`src/rtl/jtframe_obj_sched.sv`:
```
// Per-line object scheduler: scans the object table on each line start and
// issues one drawer request per visible entry. Option: JTFRAME_OBJ_LIMIT_EN caps hits per line.
module jtframe_obj_sched #(
  parameter int unsigned CW     = 12,
  parameter int unsigned PW     = 8,
  parameter int unsigned AW     = 7,
  parameter int unsigned MAXOBJ = 32
) (
  input  logic                  clk,
  input  logic                  rst,
  input  logic                  start,
  input  logic [8:0]            vrender,
  output logic [AW-1:0]         obj_addr,
  input  logic [CW+PW+16-1:0]   obj_data,
  output logic                  draw,
  input  logic                  dr_busy,
  output logic [CW-1:0]         code,
  output logic [8:0]            xpos,
  output logic [3:0]            ysub,
  output logic                  hflip,
  output logic                  vflip,
  output logic [PW-5:0]         pal,
  output logic                  done,
  output logic                  ovf
);

  localparam int unsigned DW = CW + PW + 16;
  localparam logic [AW-1:0] LAST = {AW{1'b1}};

  typedef enum logic [2:0] {IDLE, READ, WAIT, CHECK, ISSUE, HOLD, DONE} state_t;

  state_t        state;
  logic [AW-1:0] index;

  logic [8:0]    ent_y;
  logic [8:0]    ydiff;
  logic          hit;

  assign ent_y = obj_data[8:0];
  assign ydiff = vrender - ent_y;
  assign hit   = ydiff[8:4] == 5'd0;

`ifdef JTFRAME_OBJ_LIMIT_EN
  localparam int unsigned HW = $clog2(MAXOBJ + 1);
  logic [HW-1:0] hits;
  logic          limit;
  assign limit = hits == HW'(MAXOBJ);
`else
  assign ovf = 1'b0;
`endif

  always_ff @(posedge clk or posedge rst) begin
    if (rst) begin
      state    <= IDLE;
      index    <= '0;
      obj_addr <= '0;
      draw     <= 1'b0;
      done     <= 1'b1;
      code     <= '0;
      xpos     <= '0;
      ysub     <= '0;
      hflip    <= 1'b0;
      vflip    <= 1'b0;
      pal      <= '0;
`ifdef JTFRAME_OBJ_LIMIT_EN
      ovf      <= 1'b0;
      hits     <= '0;
`endif
    end else begin
      draw <= 1'b0;
      if (start) begin
        // a request being granted this cycle still goes out; the scan restarts
        if (state == ISSUE && !dr_busy) draw <= 1'b1;
        index <= '0;
        done  <= 1'b0;
        state <= READ;
`ifdef JTFRAME_OBJ_LIMIT_EN
        ovf   <= 1'b0;
        hits  <= '0;
`endif
      end else begin
        case (state)
          IDLE: ;
          READ: begin
            obj_addr <= index;
            state    <= WAIT;
          end
          WAIT: state <= CHECK;
          CHECK: begin
            if (ent_y == 9'h1FF) begin
              done  <= 1'b1;
              state <= DONE;
            end else if (hit) begin
`ifdef JTFRAME_OBJ_LIMIT_EN
              if (limit) begin
                ovf   <= 1'b1;
                done  <= 1'b1;
                state <= DONE;
              end else begin
`endif
                code  <= obj_data[DW-1:PW+16];
                pal   <= obj_data[PW+15:20];
                vflip <= obj_data[19];
                hflip <= obj_data[18];
                xpos  <= obj_data[17:9];
                ysub  <= ydiff[3:0];
                state <= ISSUE;
`ifdef JTFRAME_OBJ_LIMIT_EN
              end
`endif
            end else if (index == LAST) begin
              done  <= 1'b1;
              state <= DONE;
            end else begin
              index <= index + AW'(1);
              state <= READ;
            end
          end
          ISSUE: begin
            if (!dr_busy) begin
              draw  <= 1'b1;
              state <= HOLD;
`ifdef JTFRAME_OBJ_LIMIT_EN
              hits  <= hits + HW'(1);
`endif
            end
          end
          HOLD: begin
            // dead cycle lets the drawer raise busy before the next grant
            if (index == LAST) begin
              done  <= 1'b1;
              state <= DONE;
            end else begin
              index <= index + AW'(1);
              state <= READ;
            end
          end
          DONE: done <= 1'b1;
          default: state <= IDLE;
        endcase
      end
    end
  end

endmodule
```
`config.mk`:
```
export PLATFORM = sky130hd
export DESIGN_NAME = jtframe_obj_sched
export DESIGN_NICKNAME = d
export VERILOG_FILES = /design/src/rtl/jtframe_obj_sched.sv
export SDC_FILE = /design/constraint.sdc
export NUM_CORES = 1
export LEC_CHECK = 0
export CAP_MARGIN = 20
export CORE_ASPECT_RATIO = 1.25
export CORE_UTILIZATION = 49
export CTS_CLUSTER_DIAMETER = 100
export DETAILED_ROUTE_END_ITERATION = 8
export PLACE_DENSITY = 0.85
export SLEW_MARGIN = 5
export SYNTH_ARGS = -nofsm -noshare
export SYNTH_HDL_FRONTEND = slang
export SYNTH_SLANG_ARGS = --single-unit
```
`constraint.sdc`:
```
create_clock -name clk -period 6.8 [get_ports clk]
set_input_delay 1.7 -clock clk [delete_from_list [all_inputs] [get_ports clk]]
set_output_delay 1.7 -clock clk [all_outputs]
set_load 0.03 [all_outputs]
```
==> results.cfg, run 1 <==
[worst_setup_path]
r2r_setup_slack_ns = 4.44
crit_path_max_fanout = 32
rr_endpoint = index[2]$_DFFE_PP0P_
crit_type = in -> reg
worstSetupStartpointType = primary input
worstRegToRegCells = 7
worstPathRequired_ns = 7.00
r2r-start = index[0]$_DFFE_PP0P_
endpoint_kind = register
cp.arrival_ns = 5.00

[yosys]
synth_area_mm2 = 0.002625
synth_seq_area_share = 0.4771
syn_area_per_cell_um2 = 11.62
yosys_warnings = 0
synth_edf_count = 0
ys_ff_latch = 50
ys.flop_type = dfrtp_1
synth.distinct_cells = 50
syn-instance-count = 226
synthArstFlopShare = 1.000
syn_nets = 285

[finish]
mostFrequentLayoutCell = clkdlybuf4s50_1
antenna-diode-count = 0
final_cell_mix = clkdlybuf4s50_1 (88), dfrtp_1 (49), mux2_2 (38)
fillCellCount = 380
syn2layout_area_growth_pct = 39.04
drive_gt1_frac = 0.1761
nets = 376
fin_area_mm2 = 0.003650

[placement]
place_congestion = 0.9012
place_area_mm2 = 0.003542
dp_hpwl_um = 4352
port_buffers = 88

[die]
dieArea_mm2 = 0.005656
rows = 29
start_util = 0.5131
fp.dieH_um = 83.83
die_w_um = 67.47
core_area_mm2 = 0.005116
io_pins = 90

[timing]
slew_headroom = 0.3257
tns_ns = 0
fin_skew_ns = 0.007826
min_period_ns = 4.805
worst_pin_slew_ns = 1.004
final-max-slew-violation-count = 0
fin_crit_sh = 0.7067
hold_ws_ns = 0.4988
hold_viol = 0
fmax_mhz = 208.1
finalSetupViolCount = 0
grt_setup_unrepaired = false

[worst_hold_path]
holdPathEnd = done$_DFFE_PP1P_
min_from = done$_DFFE_PP1P_
whs_path_depth = 2
hold_path_class = reg -> reg

[cts]
cts_hold_buf = 0
post_cts_buffers = 0
cts-htree-levels = 2
clk_path_buf_depth = 2
cts.sinks = 50
insertion_delay_ns = 0.30
root_buffer = clkbuf_8
cts_tree = done
cts-resized-gates = 0
numCtsBuffers = 5
path_clk_slew_ns = 0.09

[run_status]
status = complete, no violations

[grt]
antenna_found_initial = 0
grt_max_degree = 51
grt_pass1_wl_um = 9280
grt_pass1_vias = 2043
track_usage = 0.2139
grt-ovfl-total = 0

[detailed_routing]
drt_wl_total_um = 5601
vias = 2088
dr.pass1.iters = 4
vias_per_cell = 5.495
wl_per_cell_um = 14.74
ant_nets = 0
drc = 0
dr.first_iter.drc_count = 126

[pwr]
leakage_nw = 1.634
peakVddDrop_uv = 115.2
pwr_density_cell_mw_per_mm2 = 239.9

[job]
drv_cap = 0
## state kept, by name (all words and copies together), names as in the netlist
register  cells
done          1
vflip         1
pal           4
state         3
obj_addr      7
code         12
index         7
ysub          4
xpos          9
hflip         1
draw          1
## layer usage
| metal | vias up | share of wire | track usage |
|---|---|---|---|
| met5 | - | 0 | 0 |
| met4 | 0 | 0.019 | 0.08704 |
| met3 | 9 | 0.057 | 0.04508 |
| met2 | 80 | 0.49 | 0.3447 |
| met1 | 996 | 0.43 | 0.2714 |
| li1 | 1003 | - | - |
## stage by stage
step | power (W) | worst slack (ns) | utilization | instances
after global routing | 0.0009229 | 1.811 | 0.7134 | 380
after global placement | 0.0007048 | 1.769 | 0.6923 | 371
final | 0.0008757 | 1.995 | 0.7134 | 380
after detailed placement | 0.0007136 | 1.678 | 0.6923 | 371
after CTS | 0.0008833 | 1.998 | 0.7095 | 379
after floorplan | 0.0005700 | 2.429 | - | 226
## how the worst max path moves through the flow
stage	startpoint	to	slack, ns	depth (start not counted)
after floorplan	vrender[0]	xpos[0]$_DFFE_PP0P_	2.43	11
after global placement	vrender[0]	xpos[7]$_DFFE_PP0P_	1.77	12
after detailed placement	vrender[0]	hflip$_DFFE_PP0P_	1.68	12
after CTS	vrender[0]	hflip$_DFFE_PP0P_	2.00	12
after global routing	vrender[0]	xpos[2]$_DFFE_PP0P_	1.81	12
final	vrender[0]	hflip$_DFFE_PP0P_	1.99	12
## cells by family (layout without fill, tap and decap cells)
group	count (synthesis)	count (layout)	synth area share
AO/OA/AOI/OAI	45	45	0.1239
buffers and inverters	23	115	0.04290
XOR/XNOR	3	3	0.01001
AND/OR/NAND/NOR	52	52	0.1154
adder cells (fa/ha/maj)	10	10	0.05053
multiplexers	42	42	0.1787
flip-flops	50	50	0.4771
other	1	1	0.001429
## final cells by class
cell class	count	area, um2	area share
multi-input cells	153	1260	0.3452
clock inverters	2	15.01	0.004114
inverters	17	63.81	0.01748
clock buffers	6	72.57	0.01988
flip-flops and latches	50	1252	0.3432
well taps	62	77.57	0.02125
repair buffers	90	908.4	0.2489
## synthesized netlist by cell type (4+ instances only)
library cell / n / share of area
nand2_1: 6 / 0.0086
nor2b_1: 5 / 0.012
nand2b_1: 6 / 0.014
o211ai_1: 4 / 0.011
a21oi_1: 7 / 0.013
inv_1: 17 / 0.024
o21ai_0: 8 / 0.015
nor2_1: 10 / 0.014
mux2_2: 38 / 0.16
ha_1: 9 / 0.043
dfrtp_1: 49 / 0.47
nor3_1: 6 / 0.011
## worst max-delay path, stage by stage
cell             delay (ns)
clkdlybuf4s50_1        0.46
inv_1                  0.05
ha_1                   0.21
fa_1                   0.40
and2b_1                0.25
o22ai_1                0.10
o21ai_0                0.17
o211ai_1               0.16
or3_4                  0.44
nor4_4                 0.25
buf_4                  0.41
mux2_2                 0.39
## report_power, final
part	internal, W	switching [W]	total (W)
Clock	0.0000726	0.0000971	0.000170
Combinational	0.000159	0.000171	0.000330
Sequential	0.000346	0.0000302	0.000376
Total	0.000577	0.000299	0.000876
No activity file was read; power rests on OpenSTA's default activity.
==> inputs of run 2 (changes only) <==
CORE_UTILIZATION = 46   (was 49)
PLACE_DENSITY = 0.8   (was 0.85)
clock period = 4.43 ns   (was 6.8 ns; I/O delays follow)
==> run 2 against run 1 <==
Net effect: via count shrank 1.5%; global-route usage shrank 1.2 points; count of clock-buffer cells in the layout is the same; critical endpoint is now code[4]$_DFFE_PP0P_; critical path depth is the same; worst setup slack lost 1.6 ns; cell count grew 1.1%; hold slack gained 0.0025 ns; sequential share of layout area shrank 0.56 points; clock power grew 84%; die area grew 6.3%; design area grew 1.6%.
==> results.cfg, run 2 (same netlist as run 1, synthesis figures left out) <==
[run_status]
status = complete, no violations

[placement]
place_congestion = 0.8423
dp_hpwl_um = 4420
port_buffers = 88
dp_cells = 375

[finish]
largest_register = code
regArea_mm2 = 0.001252
fillCellCount = 432
final-instance-count-excl-fill = 384
antenna-diode-count = 0
reg_top3 = code: 12 flops, xpos: 9 flops
multi_input_area_mm2 = 0.001260
mostFrequentLayoutCell = clkdlybuf4s50_1
largest_reg_flops = 12
final_cell_mix = clkdlybuf4s50_1 (88), dfrtp_1 (49), mux2_2 (38)
drive_gt1_frac = 0.1813
syn2layout_area_growth_pct = 41.33
nets = 378

[cts]
clk_path_buf_depth = 2
cts.sinks = 50
path_clk_slew_ns = 0.09
numCtsBuffers = 5
post_cts_buffers = 0
insertion_delay_ns = 0.30
root_buffer = clkbuf_8
cts_tree = done
cts-htree-levels = 2
cts-resized-gates = 0
cts_hold_buf = 0

[timing]
grt_setup_unrepaired = false
finalSetupViolCount = 0
min_period_ns = 4.059
tns_ns = 0
fin_skew_ns = 0.01061
final-max-slew-violation-count = 0
fmax_mhz = 246.4
fin_crit_sh = 0.9162
slew_headroom = 0.6150
hold_viol = 0
worst_pin_slew_ns = 0.5694

[grt]
antenna_found_initial = 0
grt_max_degree = 51
grt-ovfl-total = 0
grt_pass1_vias = 2002
track_usage = 0.2020
grt_pass1_wl_um = 9591

[worst_setup_path]
cp.arrival_ns = 4.24
endpoint_kind = register
cpLargestDelayFamily = simple AND/OR/NAND/NOR gates
cpPeakStageDelay_ns = 0.46
worstSetupStartpointType = primary input
cp_slowest_cell = clkdlybuf4s50_1
worstPathRequired_ns = 4.61
worst-path-buf-inv = 3
crit_path_max_fanout = 32
path_cells = clkdlybuf4s50_1 -> inv_1 -> ha_1 -> fa_1 -> and2b_1 -> o22ai_1 -> o21ai_0 -> o211ai_1 -> or3_4 -> nor4_4 -> buf_12 -> mux2_2
crit_type = in -> reg

[die]
core_area_mm2 = 0.005480
die_w_um = 69.57
rows = 30
fp.dieH_um = 86.46
start_util = 0.4790
dieArea_mm2 = 0.006015
io_pins = 90

[detailed_routing]
drc = 0
dr.pass1.iters = 4
vias = 2057
vias_per_cell = 5.357
dr.first_iter.drc_count = 95
ant_nets = 0
drt_wl_total_um = 5833
wl_per_cell_um = 15.19

[pwr]
pwr_density_cell_mw_per_mm2 = 378.0
peakVddDrop_uv = 213.8
power.total_w = 0.001402
leakage_nw = 1.664

[worst_hold_path]
hold_path_class = reg -> reg

[job]
drv_cap = 0
[run 2: cell count changes in the layout (fill, tap and decap cells not counted)]
cell,previous run,this run
bufinv_16,0,1
clkinvlp_4,2,1
buf_16,0,1
buf_4,1,2
[run 2: where the power goes]
| group | internal [W] | switching, W | total (W) |
|---|---|---|---|
| Combinational | 0.000247 | 0.000263 | 0.000509 |
| Clock | 0.000168 | 0.000145 | 0.000313 |
| Sequential | 0.000531 | 0.0000486 | 0.000580 |
| Total | 0.000946 | 0.000456 | 0.00140 |
[run 2: final timing paths]
check	start	endpoint	slack (ns)	cells past startpoint
setup / recovery	vrender[0]	code[4]$_DFFE_PP0P_	0.37	12
setup reg to reg	index[0]$_DFFE_PP0P_	index[2]$_DFFE_PP0P_	2.10	7
hold / removal	done$_DFFE_PP1P_	done$_DFFE_PP1P_	0.50	2
min in group asynchronous	rst	xpos[8]$_DFFE_PP0P_	1.19	2
hold reg to reg	done$_DFFE_PP1P_	done$_DFFE_PP1P_	0.50	2
max in group asynchronous	rst	done$_DFFE_PP1P_	2.65	3
[run 2: worst min-delay path: cells and delay by family, from the launching register on]
kind / cells / cell delay, ns
AOI/OAI and AO/OA: 1 / 0.07
DFF: 1 / 0.38
buffers and inverters: 1 / 0.05
[run 2: routing by layer]
layer | track usage | vias up | part of all wire | routed length, um
li1 | - | 1008 | - | -
met1 | 0.2526 | 964 | 0.42 | 2479
met2 | 0.3592 | 80 | 0.51 | 2952
met3 | 0.03605 | 5 | 0.056 | 325
met5 | 0 | - | 0 | 0
met4 | 0.05566 | 0 | 0.013 | 76
[run 2: final cells by class]
class,instances,share of cell area
clock buffers,6,0.01956
well taps,64,0.02159
multi-input cells,153,0.3396
inverters,17,0.01720
clock inverters,2,0.01012
repair buffers,92,0.2543
flip-flops and latches,50,0.3376
[run 2: stage by stage]
step                      hold WS [ns]  utilization  instance area, um2  worst slack (ns)
after floorplan                 0.4955            -                2625            0.6519
after global placement          0.4698       0.6518                3572            0.1096
after detailed placement        0.4815       0.6518                3572           0.04634
after CTS                       0.5032       0.6719                3682            0.3520
after global routing            0.5270       0.6769                3710            0.2016
final                           0.5013       0.6769                3710            0.3711
==> inputs of run 3 (changes only) <==
CORE_UTILIZATION = 31   (was 46)
PLACE_DENSITY = 0.57   (was 0.8)
==> run 3 against run 2 <==
Net effect: the flow now finishes with violations (DRC); via count grew 0.49%; critical path type unchanged; sequential cell count unchanged; register-to-register slack got worse by 0.09 ns; design area grew 1.0%; combinational power is essentially flat; wire length down 2.3%; sequential share of layout area decreased by 0.34 points.
==> results.cfg, run 3 (same netlist as run 1, synthesis figures left out) <==
[run_status]
status = complete, but fails checks
violations = DRC

[placement]
port_buffers = 88
dp_hpwl_um = 4389
place_congestion = 0.8151
place_area_mm2 = 0.003613

[timing]
finalSetupViolCount = 0
slew_headroom = 0.5507
worst_pin_slew_ns = 0.6646
grt_setup_unrepaired = false
hold_viol = 0
min_period_ns = 4.081
final-max-slew-violation-count = 0
tns_ns = 0
fmax_mhz = 245.0
fin_crit_sh = 0.9213
fin_skew_ns = 0.008408

[finish]
nets = 378
reg_top3 = code: 12 flops, xpos: 9 flops
regArea_mm2 = 0.001252
final_cell_mix = clkdlybuf4s50_1 (88), dfrtp_1 (49), mux2_2 (38)
drive_gt1_frac = 0.1844
fillCellCount = 795
mostFrequentLayoutCell = clkdlybuf4s50_1
fin_area_mm2 = 0.003747
syn2layout_area_growth_pct = 42.75
largest_reg_flops = 12
largest_register = code
multi_input_area_mm2 = 0.001260
antenna-diode-count = 0

[die]
dieArea_mm2 = 0.008842
die_w_um = 84.31
rows = 37
core_area_mm2 = 0.008240
fp.dieH_um = 104.9
start_util = 0.3186
io_pins = 90

[detailed_routing]
ant_nets = 0
dr.pass1.iters = 6
drt_wl_total_um = 5701
vias_per_cell = 4.957
vias = 2067
drc = 9
dr.first_iter.drc_count = 121
wl_per_cell_um = 13.67

[worst_setup_path]
cp.arrival_ns = 4.27
crit_path_max_fanout = 32
cpPeakStageDelay_ns = 0.45
path_cells = clkdlybuf4s50_1 -> inv_1 -> ha_1 -> fa_1 -> and2b_1 -> o21ai_0 -> a31oi_1 -> o211ai_1 -> or3_4 -> nor4_4 -> buf_12 -> mux2_2
cpLargestDelayFamily = simple AND/OR/NAND/NOR gates
worstPathRequired_ns = 4.62
worst-path-buf-inv = 3
worstSetupStartpointType = primary input
endpoint_kind = register
cp_slowest_cell = clkdlybuf4s50_1
crit_type = in -> reg

[cts]
cts-htree-levels = 2
path_clk_slew_ns = 0.09
numCtsBuffers = 5
cts.sinks = 50
cts-resized-gates = 0
root_buffer = clkbuf_8
cts_hold_buf = 0
cts_tree = done
insertion_delay_ns = 0.30
post_cts_buffers = 0
clk_path_buf_depth = 2

[grt]
grt-ovfl-total = 0
grt_pass1_vias = 2173
grt_max_degree = 51
grt_pass1_wl_um = 9963
antenna_found_initial = 0
track_usage = 0.1401

[worst_hold_path]
hold_path_class = reg -> reg

[job]
drv_cap = 0

[pwr]
leakage_nw = 1.660
power.total_w = 0.001406
peakVddDrop_uv = 130.3
pwr_density_cell_mw_per_mm2 = 375.2
## run 3: cell types whose count changed in the layout (fill, tap and decap cells not counted), sizes merged
cell and delta:
clkbuf -1, clkinvlp +1
## run 3: worst register-to-register path: stages, from the launching register on
cell and delay (ns):
dfrtp_1 0.44, ha_1 0.19, and3_1 0.19, and4_1 0.32, o31a_1 0.29, nor4b_1 0.59
nor4_1 0.10, o21a_1 0.19
## run 3: report_power, final
group,total (W),switching [W],internal (W)
Sequential,0.000578,0.0000471,0.000531
Combinational,0.000508,0.000262,0.000245
Clock,0.000320,0.000152,0.000168
Total,0.00141,0.000462,0.000944
## run 3: through the flow
step | instances | setup slack, ns | hold slack, ns | util
2_1_floorplan | 226 | 0.6519 | 0.4955 | -
3_3_place_gp | 408 | 0.07266 | 0.4725 | 0.4385
3_5_place_dp | 408 | 0.05448 | 0.4843 | 0.4385
4_1_cts | 416 | 0.3821 | 0.5066 | 0.4523
5_1_grt | 417 | 0.2349 | 0.5219 | 0.4548
6_report | 417 | 0.3485 | 0.5001 | 0.4548
## run 3: worst paths after layout
kind	startpoint	to	slack [ns]	depth (start not counted)
worst max-delay path	vrender[0]	xpos[5]$_DFFE_PP0P_	0.35	12
worst min-delay path	done$_DFFE_PP1P_	done$_DFFE_PP1P_	0.50	2
worst max register to register	index[0]$_DFFE_PP0P_	index[3]$_DFFE_PP0P_	2.01	7
worst min register to register	done$_DFFE_PP1P_	done$_DFFE_PP1P_	0.50	2
max in group asynchronous	rst	done$_DFFE_PP1P_	2.71	3
min in group asynchronous	rst	code[5]$_DFFE_PP0P_	1.13	2
## run 3: layer usage
metal | GRT usage | vias up | part of all wire
met5 | 0 | - | 0
met4 | 0.06158 | 0 | 0.026
met3 | 0.02291 | 13 | 0.045
met2 | 0.2477 | 70 | 0.51
li1 | - | 1008 | -
met1 | 0.1661 | 976 | 0.42
## run 3: layout make-up
class	instances	area share
well taps	97	0.03239
flip-flops and latches	50	0.3342
repair buffers	92	0.2497
clock inverters	3	0.01202
inverters	17	0.01703
clock buffers	5	0.01836
multi-input cells	153	0.3362
